==> config.mk <==
export PLATFORM = sky130hd
export DESIGN_NAME = audio_processing_unit
export DESIGN_NICKNAME = d
export VERILOG_FILES = /design/src/rtl/audio_processing_unit.sv
export SDC_FILE = /design/constraint.sdc
export NUM_CORES = 1
export LEC_CHECK = 0
export CAP_MARGIN = 25
export CORE_ASPECT_RATIO = 1.5
export CORE_MARGIN = 2
export CORE_UTILIZATION = 23
export DETAILED_ROUTE_END_ITERATION = 10
export GPL_ROUTABILITY_DRIVEN = 1
export HOLD_SLACK_MARGIN = 0.05
export PLACE_DENSITY_LB_ADDON = 0.1
export SLEW_MARGIN = 20
export SYNTH_ARGS = -nofsm -noshare
export SYNTH_HDL_FRONTEND = slang
export SYNTH_SLANG_ARGS = --single-unit
==> constraint.sdc <==
create_clock -name clk -period 3 [get_ports clk]
set_input_delay 0.9 -clock clk [delete_from_list [all_inputs] [get_ports clk]]
set_output_delay 0.9 -clock clk [all_outputs]
set_load 0.01 [all_outputs]
==> src/rtl/audio_processing_unit.sv <==
// audio_processing_unit: collision-triggered square-wave tones timed by VGA x/y (clk, reset, *DragonCollision in, x/y counters in, sound out)
module audio_processing_unit #(
   parameter int PLAYER_HALF = 64,
   parameter int PLAYER_FRAMES = 30,
   parameter int SWORD_HALF = 16,
   parameter int SWORD_FRAMES = 8,
   parameter int SHEEP_HALF = 32,
   parameter int SHEEP_FRAMES = 15
) (
   input logic clk,
   input logic reset,
   input logic SheepDragonCollision,
   input logic SwordDragonCollision,
   input logic PlayerDragonCollision,
   input logic [9:0] x,
   input logic [9:0] y,
   output logic sound
);
   typedef enum logic {IDLE, PLAYING} state_t;
   typedef enum logic [1:0] {NONE, SHEEP, SWORD, PLAYER} effect_t;
   state_t state, state_n;
   effect_t id, id_n, req;
   logic [7:0] lines, lines_n, half;
   logic [5:0] frames, frames_n, load_frames;
   logic tone, tone_n;
   logic [2:0] prev, trig;
   logic line_tick, frame_tick;
   assign line_tick = x == 10'd0;
   assign frame_tick = line_tick && y == 10'd0;
   assign trig = {PlayerDragonCollision, SwordDragonCollision, SheepDragonCollision} & ~prev;
   assign req = trig[2] ? PLAYER : trig[1] ? SWORD : trig[0] ? SHEEP : NONE;
   assign half = id == PLAYER ? 8'(PLAYER_HALF) : id == SWORD ? 8'(SWORD_HALF) : 8'(SHEEP_HALF);
   assign load_frames = req == PLAYER ? 6'(PLAYER_FRAMES) : req == SWORD ? 6'(SWORD_FRAMES) : 6'(SHEEP_FRAMES);
   always_comb begin
      state_n = state;
      id_n = id;
      lines_n = lines;
      tone_n = tone;
      frames_n = frames;
      if (req != NONE && req >= id) begin
         state_n = PLAYING;
         id_n = req;
         frames_n = load_frames;
         lines_n = '0;
         tone_n = 1'b0;
      end else if (state == PLAYING && frame_tick && frames == 6'd1) begin
         state_n = IDLE;
         id_n = NONE;
         frames_n = '0;
         lines_n = '0;
         tone_n = 1'b0;
      end else if (state == PLAYING) begin
         frames_n = frame_tick ? frames - 6'd1 : frames;
         lines_n = line_tick ? (lines == half - 8'd1 ? 8'd0 : lines + 8'd1) : lines;
         tone_n = line_tick && lines == half - 8'd1 ? ~tone : tone;
      end
   end
   always_ff @(posedge clk) begin
      if (reset) begin
         state <= IDLE;
         id <= NONE;
         lines <= '0;
         frames <= '0;
         tone <= 1'b0;
         sound <= 1'b0;
         prev <= '0;
      end else begin
         state <= state_n;
         id <= id_n;
         lines <= lines_n;
         frames <= frames_n;
         tone <= tone_n;
         sound <= tone_n && state_n == PLAYING;
         prev <= {PlayerDragonCollision, SwordDragonCollision, SheepDragonCollision};
      end
   end
endmodule

After elaboration in Yosys (flattened, before gate mapping)
Cells that the tools add are included.

operators by class
  mux-type cells = 20
  bitwise operators = 3
  order comparisons = 1
  add/subtract/negate cells = 3
  equality and inequality tests = 6
  reductions and logical operators = 15

operators by type and width
  cell                   count
  $mux W6                5
  $logic_not A10 Y1      2
  $add A8 B1 Y8 const B  1
  $eq A2 B2 Y1 const B   4
  $eq A8 B8 Y1           1
  $mux W2                4
  $mux W8                1
  $sub A7 B1 Y8 const B  1
  $mux W1                7
  $mux W7                1
  $eq A6 B1 Y1 const B   1
  $logic_and A1 B1 Y1    6
  $reduce_bool A3 Y1     2
  $sub A6 B1 Y6 const B  1
  $mux W5                1
  $reduce_and A2 Y1      2
  $reduce_bool A2 Y1     2
  $and A3 B3 Y3          1
  $mux W3                1
  $not A3 Y3             1
  $reduce_or A3 Y1       1
  $ge A2 B2 Y1           1
  $not A1 Y1             1

storage, ports and cells
  register bits = 22
  logic and storage cells = 55
  output and inout bits = 1

Logic depth before layout (Yosys ltp)
  depth in word-level cells = 11
  depth in mapped cells = 9
  gate-level depth less buffers = 8

Worst setup path after synthesis
Ideal clock, no wire load.

  path kind = input-to-reg
  start = in SwordDragonCollision
  end = reg lines[6]
  required time = 2.938 ns
  path slack = 0.289 ns
  stages on the path = 8
  arrival time = 2.649 ns
  cells stage by stage = or2b_1 > and2_1 > inv_1 > ha_1 > o221a_4 > or4_1 > buf_6 > nor2_2

on the way
  word-level cells in the longest chain between the ends = 6

RTL lines
  element                                             RTL line  RTL
  start, declared                                     13        input logic SwordDragonCollision,
  $and A3 B3 Y3 *                                     30        assign trig = {PlayerDragonCollision, SwordDragonCollision, SheepDragonCollision} & ~prev;
  $mux W2 * (2 in series)                             31        assign req = trig[2] ? PLAYER : trig[1] ? SWORD : trig[0] ? SHEEP : NONE;
  $ge A2 B2 Y1 or $reduce_bool A2 Y1 (tied branches)  40        if (req != NONE && req >= id) begin
  $logic_and A1 B1 Y1 *                               40
  $reduce_or A3 Y1 (no line) *                        -
  end signal, assigned                                70        lines <= lines_n;
  end, declared                                       23        logic [7:0] lines, lines_n, half;

Every way passes the cells marked *; elsewhere a longest branch is shown, timed or not.
A chain may end at the register's enable or synchronous reset.

Worst setup path after layout
  start = in SwordDragonCollision
  end = reg lines[4]

Same word-level chain as after synthesis.

==> out/results.txt <==
Via count of the first global-routing pass: 1,222. Sequential cells burn 42.4% of the power. The critical path launch point type is a primary input.

After synthesis the cells add up to 1270 µm². The tools report the portion of total power attributed to the clock network as 27.8%. The clock passes through at most 2 buffers. The worst register-to-register path begins at prev[1].

The proportion of synthesized chip area in sequential cells was 34.5%. The number of sinks driven by the clock tree is 22. The initial antenna violation count was 0. The flow ran to the end, and the final reports show no timing, DRC or antenna violations. The gate count after technology mapping is 141. The tools report the met3 track demand over resource in global routing as 1.42%. The share of the cycle needed by the critical path after routing was 96.2%.

In this run the power density over the cells is 450 nW/µm². When the netlist entered floorplanning its net count stood at 170. The number of flops mapped to enable cells by yosys is 0, and the number of buffer cells added on primary ports is 25. For the final count of pins violating max slew, the log shows 0. VDD sags by at most 170 µV.

Cell internal power was estimated by the tool at 0.560 mW. The detail route stage leaves a number of antenna-violating nets equal to 0. The fraction of layout instances using a drive strength above 1 is 20.0%. The floorplan step set the die width to 64.8 µm. In this run the most critical hold path is launched from state. The area share of the leading cell type in the synthesized netlist came out at 34.5%.

On the final layout, the worst clock skew is 0.00489 ns. The I/O pin count is 26. Along the worst path, the maximum fanout reaches 6. The run gives 4 as the number of iterations in the first detailed-routing pass. The max capacitance violation total came out at 0. The initial core utilization is 23.6%. Setup repair after global routing left no endpoint under its margin.

The global routing stage identified its most utilized layer as met2. Endpoint type of the worst setup path: a flip-flop. The worst register-to-register path ends at lines[4].

Cells fill 32.7% of the core in the end. The count of cells along the worst hold path came out at 2. For the sequential cell area in the final layout, the log shows 440 µm². The cell at the root of the clock tree was sky130_fd_sc_hd__clkbuf_8. Class of the most critical setup path: primary input to flip-flop.

TritonCTS created 3 clock buffers. The logs give 1,147 for the total via count after detailed routing and 2.58 mm for the post-detailed-placement half-perimeter wirelength. For this run, the top clock speed supported by timing is 347 MHz. Combinational logic burns 29.8% of the power. The worst setup slack for register-to-register paths was 0.88 ns. Clock-pin slew was measured on the worst setup and hold paths at 0.09 ns. The netlist uses 51 different library cells.

sky130_fd_sc_hd__dfxtp_1 takes more of the synthesized area than any other cell. For this block, the routed nets add up to 3.18 mm of wire. For the finished layout, the period the worst path requires is 2.88 ns.

The worst pin sits at a relative slew slack of 69.9%. The global-route wire length before repair is 5.66 mm. The depth of the most critical reg-to-reg path is 8. The floorplan core area is 5410 µm².

The final net count was 210. The floorplan has 33 rows. TritonCTS built the clock tree.

Net switching is 29.7% of the power. Maximum number of pins on one net before global-route repair: 13. The tools report the net switching power as 0.236 mW.

The total overflow left after global routing is 0. The worst hold path terminates at state. The weighted congestion reported at the end of routability-driven placement was 0.772; the proportion of synthesized flip-flops having asynchronous set or reset was 0%. In this run, synthesis produced a sequential element count of 22.

The sum of negative setup slack is 0 ns. Dividing the detail-routed wire length by the instance count gives 12.7 µm. In the synthesized netlist the dominant register cell turns out to be sky130_fd_sc_hd__dfxtp_1. Counting the fill cells in the layout gives 577.

The fraction of met1 tracks used by global routing is 13.0%, and the overall fraction of global-route tracks in use is 11.8%. For the number of hold buffers added after CTS, the log shows 0. The source-to-sink clock delay at the later pin of the worst-skew pair came out at 0.27 ns. The slew of the pin with the lowest slew margin was 0.448 ns.

After synthesis, the cell types taking the most area are sky130_fd_sc_hd__dfxtp_1 (35%), sky130_fd_sc_hd__xnor2_1 (4.8%), sky130_fd_sc_hd__ha_1 (3.9%), sky130_fd_sc_hd__nor2_1 (3.8%), sky130_fd_sc_hd__nor3_1 (3.5%). The tools report the total number of H-tree levels as 1. Yosys printed 0 warnings. For this run, design rule violations remaining after detail routing come to 0.

The run gives 43 as the number of DRC violations after detailed-routing iteration 0. Data on the critical path is required at its endpoint by 3.21 ns. The multi-input combinational cells in the finished layout cover a total of 797 µm². The layout-stage area growth over the synthesis result is 38.8%. Summed over all cells, the static leakage comes to 0.607 nW. Dividing the synthesized area by the synthesized cell count gives 9.04 µm². For the worst setup path, the data arrival time is 3.10 ns.

Kind of path behind the tightest hold check: flip-flop to flip-flop. The met2 global-route usage came out at 22.0%. For the count of endpoints failing hold in the final timing report, the log shows 0. The repair_antennas step left the layout with diodes totalling 0. The via count normalized by instance count was 4.59.

In this run the vertical extent of the chip is 95.2 µm. Setup violations remaining at the end of the flow were counted as 0. Area enclosed by the die boundary: 6170 µm².
-- synthesized netlist by cell type, types with 2 or more instances --
| cell | count |
|---|---|
| sky130_fd_sc_hd__nor2_2 | 5 |
| sky130_fd_sc_hd__a311oi_1 | 2 |
| sky130_fd_sc_hd__a21oi_1 | 5 |
| sky130_fd_sc_hd__o32ai_1 | 2 |
| sky130_fd_sc_hd__ha_1 | 4 |
| sky130_fd_sc_hd__nor4_1 | 3 |
| sky130_fd_sc_hd__mux2i_1 | 3 |
| sky130_fd_sc_hd__and2_1 | 2 |
| sky130_fd_sc_hd__nor2b_1 | 3 |
| sky130_fd_sc_hd__nor2_1 | 13 |
| sky130_fd_sc_hd__nand2_1 | 5 |
| sky130_fd_sc_hd__nor2_4 | 2 |
| sky130_fd_sc_hd__nand3_1 | 6 |
| sky130_fd_sc_hd__inv_1 | 9 |
| sky130_fd_sc_hd__or4_1 | 3 |
| sky130_fd_sc_hd__or3_1 | 2 |
| sky130_fd_sc_hd__nand2b_1 | 3 |
| sky130_fd_sc_hd__nor3_1 | 9 |
| sky130_fd_sc_hd__xnor2_1 | 7 |
| sky130_fd_sc_hd__dfxtp_1 | 22 |
-- cell type report --
class                      instances  area share [%]
tap                               70            4.95
timing repair buffer              38            20.1
inverter                           9            1.91
multi-input combinational        107            45.0
sequential                        22            24.9
clock buffer                       4            3.11
-- layer usage --
metal / vias up / share of wire, % / routed length (µm)
li1: 590 / - / -
met1: 548 / 41 / 1310
met2: 5 / 56 / 1780
met3: 4 / 1.1 / 34
met4: 0 / 1.9 / 60
met5: - / 0 / 0
-- worst max-delay path, cell delays in order --
cell and delay, ns:
sky130_fd_sc_hd__clkdlybuf4s50_1 0.47, sky130_fd_sc_hd__or2b_1 0.23, sky130_fd_sc_hd__and2_1 0.15, sky130_fd_sc_hd__inv_1 0.09
sky130_fd_sc_hd__ha_4 0.20, sky130_fd_sc_hd__o221a_4 0.28, sky130_fd_sc_hd__or4_4 0.52, sky130_fd_sc_hd__buf_8 0.16
sky130_fd_sc_hd__nor2_2 0.10
-- how the worst max path moves through the flow --
stage	end	slack, ns	from
6_report	lines[4]	0.12	SwordDragonCollision
5_1_grt	lines[6]	0.0001	SwordDragonCollision
4_1_cts	lines[4]	0.07	SwordDragonCollision
3_5_place_dp	lines[4]	-0.22	SwordDragonCollision
3_3_place_gp	lines[4]	-0.18	SwordDragonCollision
2_1_floorplan	lines[6]	0.29	SwordDragonCollision
-- state kept, by name (all words and copies together), names as in the netlist --
| name | count |
|---|---|
| id | 2 |
| state | 1 |
| tone | 1 |
| frames | 6 |
| lines | 8 |
| prev | 3 |
| sound | 1 |
-- cell usage in the layout (no fill, tap or decap), types with 2 or more instances in the layout --
master,instances
sky130_fd_sc_hd__dfxtp_1,22
sky130_fd_sc_hd__nor2_2,5
sky130_fd_sc_hd__nand2b_1,3
sky130_fd_sc_hd__a21oi_1,5
sky130_fd_sc_hd__or4_1,2
sky130_fd_sc_hd__o32ai_1,2
sky130_fd_sc_hd__or3_1,2
sky130_fd_sc_hd__ha_1,3
sky130_fd_sc_hd__nor2_1,13
sky130_fd_sc_hd__a311oi_1,2
sky130_fd_sc_hd__nand2_1,5
sky130_fd_sc_hd__nor4_1,3
sky130_fd_sc_hd__inv_1,9
sky130_fd_sc_hd__xnor2_1,7
sky130_fd_sc_hd__nor2b_1,3
sky130_fd_sc_hd__nor2_4,2
sky130_fd_sc_hd__buf_4,12
sky130_fd_sc_hd__clkdlybuf4s50_1,25
sky130_fd_sc_hd__and2_1,2
sky130_fd_sc_hd__nor3_1,9
sky130_fd_sc_hd__clkbuf_8,4
sky130_fd_sc_hd__mux2i_1,3
sky130_fd_sc_hd__nand3_1,6
-- through the flow --
step | total power, mW | cell area [µm²] | instances | setup slack (ns) | hold slack (ns)
floorplan | 0.475 | 1270 | 141 | 0.289 | 0.461
global placement | 0.571 | 1690 | 246 | -0.179 | 0.501
detailed placement | 0.573 | 1690 | 246 | -0.218 | 0.489
CTS | 0.797 | 1750 | 250 | 0.0706 | 0.504
global route | 0.849 | 1770 | 250 | 0.000139 | 0.542
finish | 0.797 | 1770 | 250 | 0.115 | 0.500
-- logic make-up (layout without fill, tap and decap cells) --
| family | count (synthesis) | count (layout) | synth area share [%] |
|---|---|---|---|
| mux | 3 | 3 | 2.36 |
| buf+inv | 12 | 51 | 4.22 |
| simple gates | 69 | 69 | 34.9 |
| compound gates | 23 | 23 | 14.5 |
| xor+xnor | 8 | 8 | 5.50 |
| fa+ha+maj | 4 | 4 | 3.93 |
| flops | 22 | 22 | 34.5 |
-- what timing repair did --
item                                    in CTS  in global routing
setup buffers                                0                  0
hold endpoints to repair                     0                  0
endpoints found under the setup margin       0                  6
gates resized for setup                      0                  4
-- power groups by stage --
stage	combinational [mW]	sequential (mW)	clock (mW)
floorplan	0.137	0.338	0
global placement	0.226	0.345	0
detailed placement	0.229	0.344	0
CTS	0.230	0.338	0.230
global route	0.266	0.343	0.240
finish	0.237	0.338	0.222
Note: power is estimated with default switching activity, not from simulation.
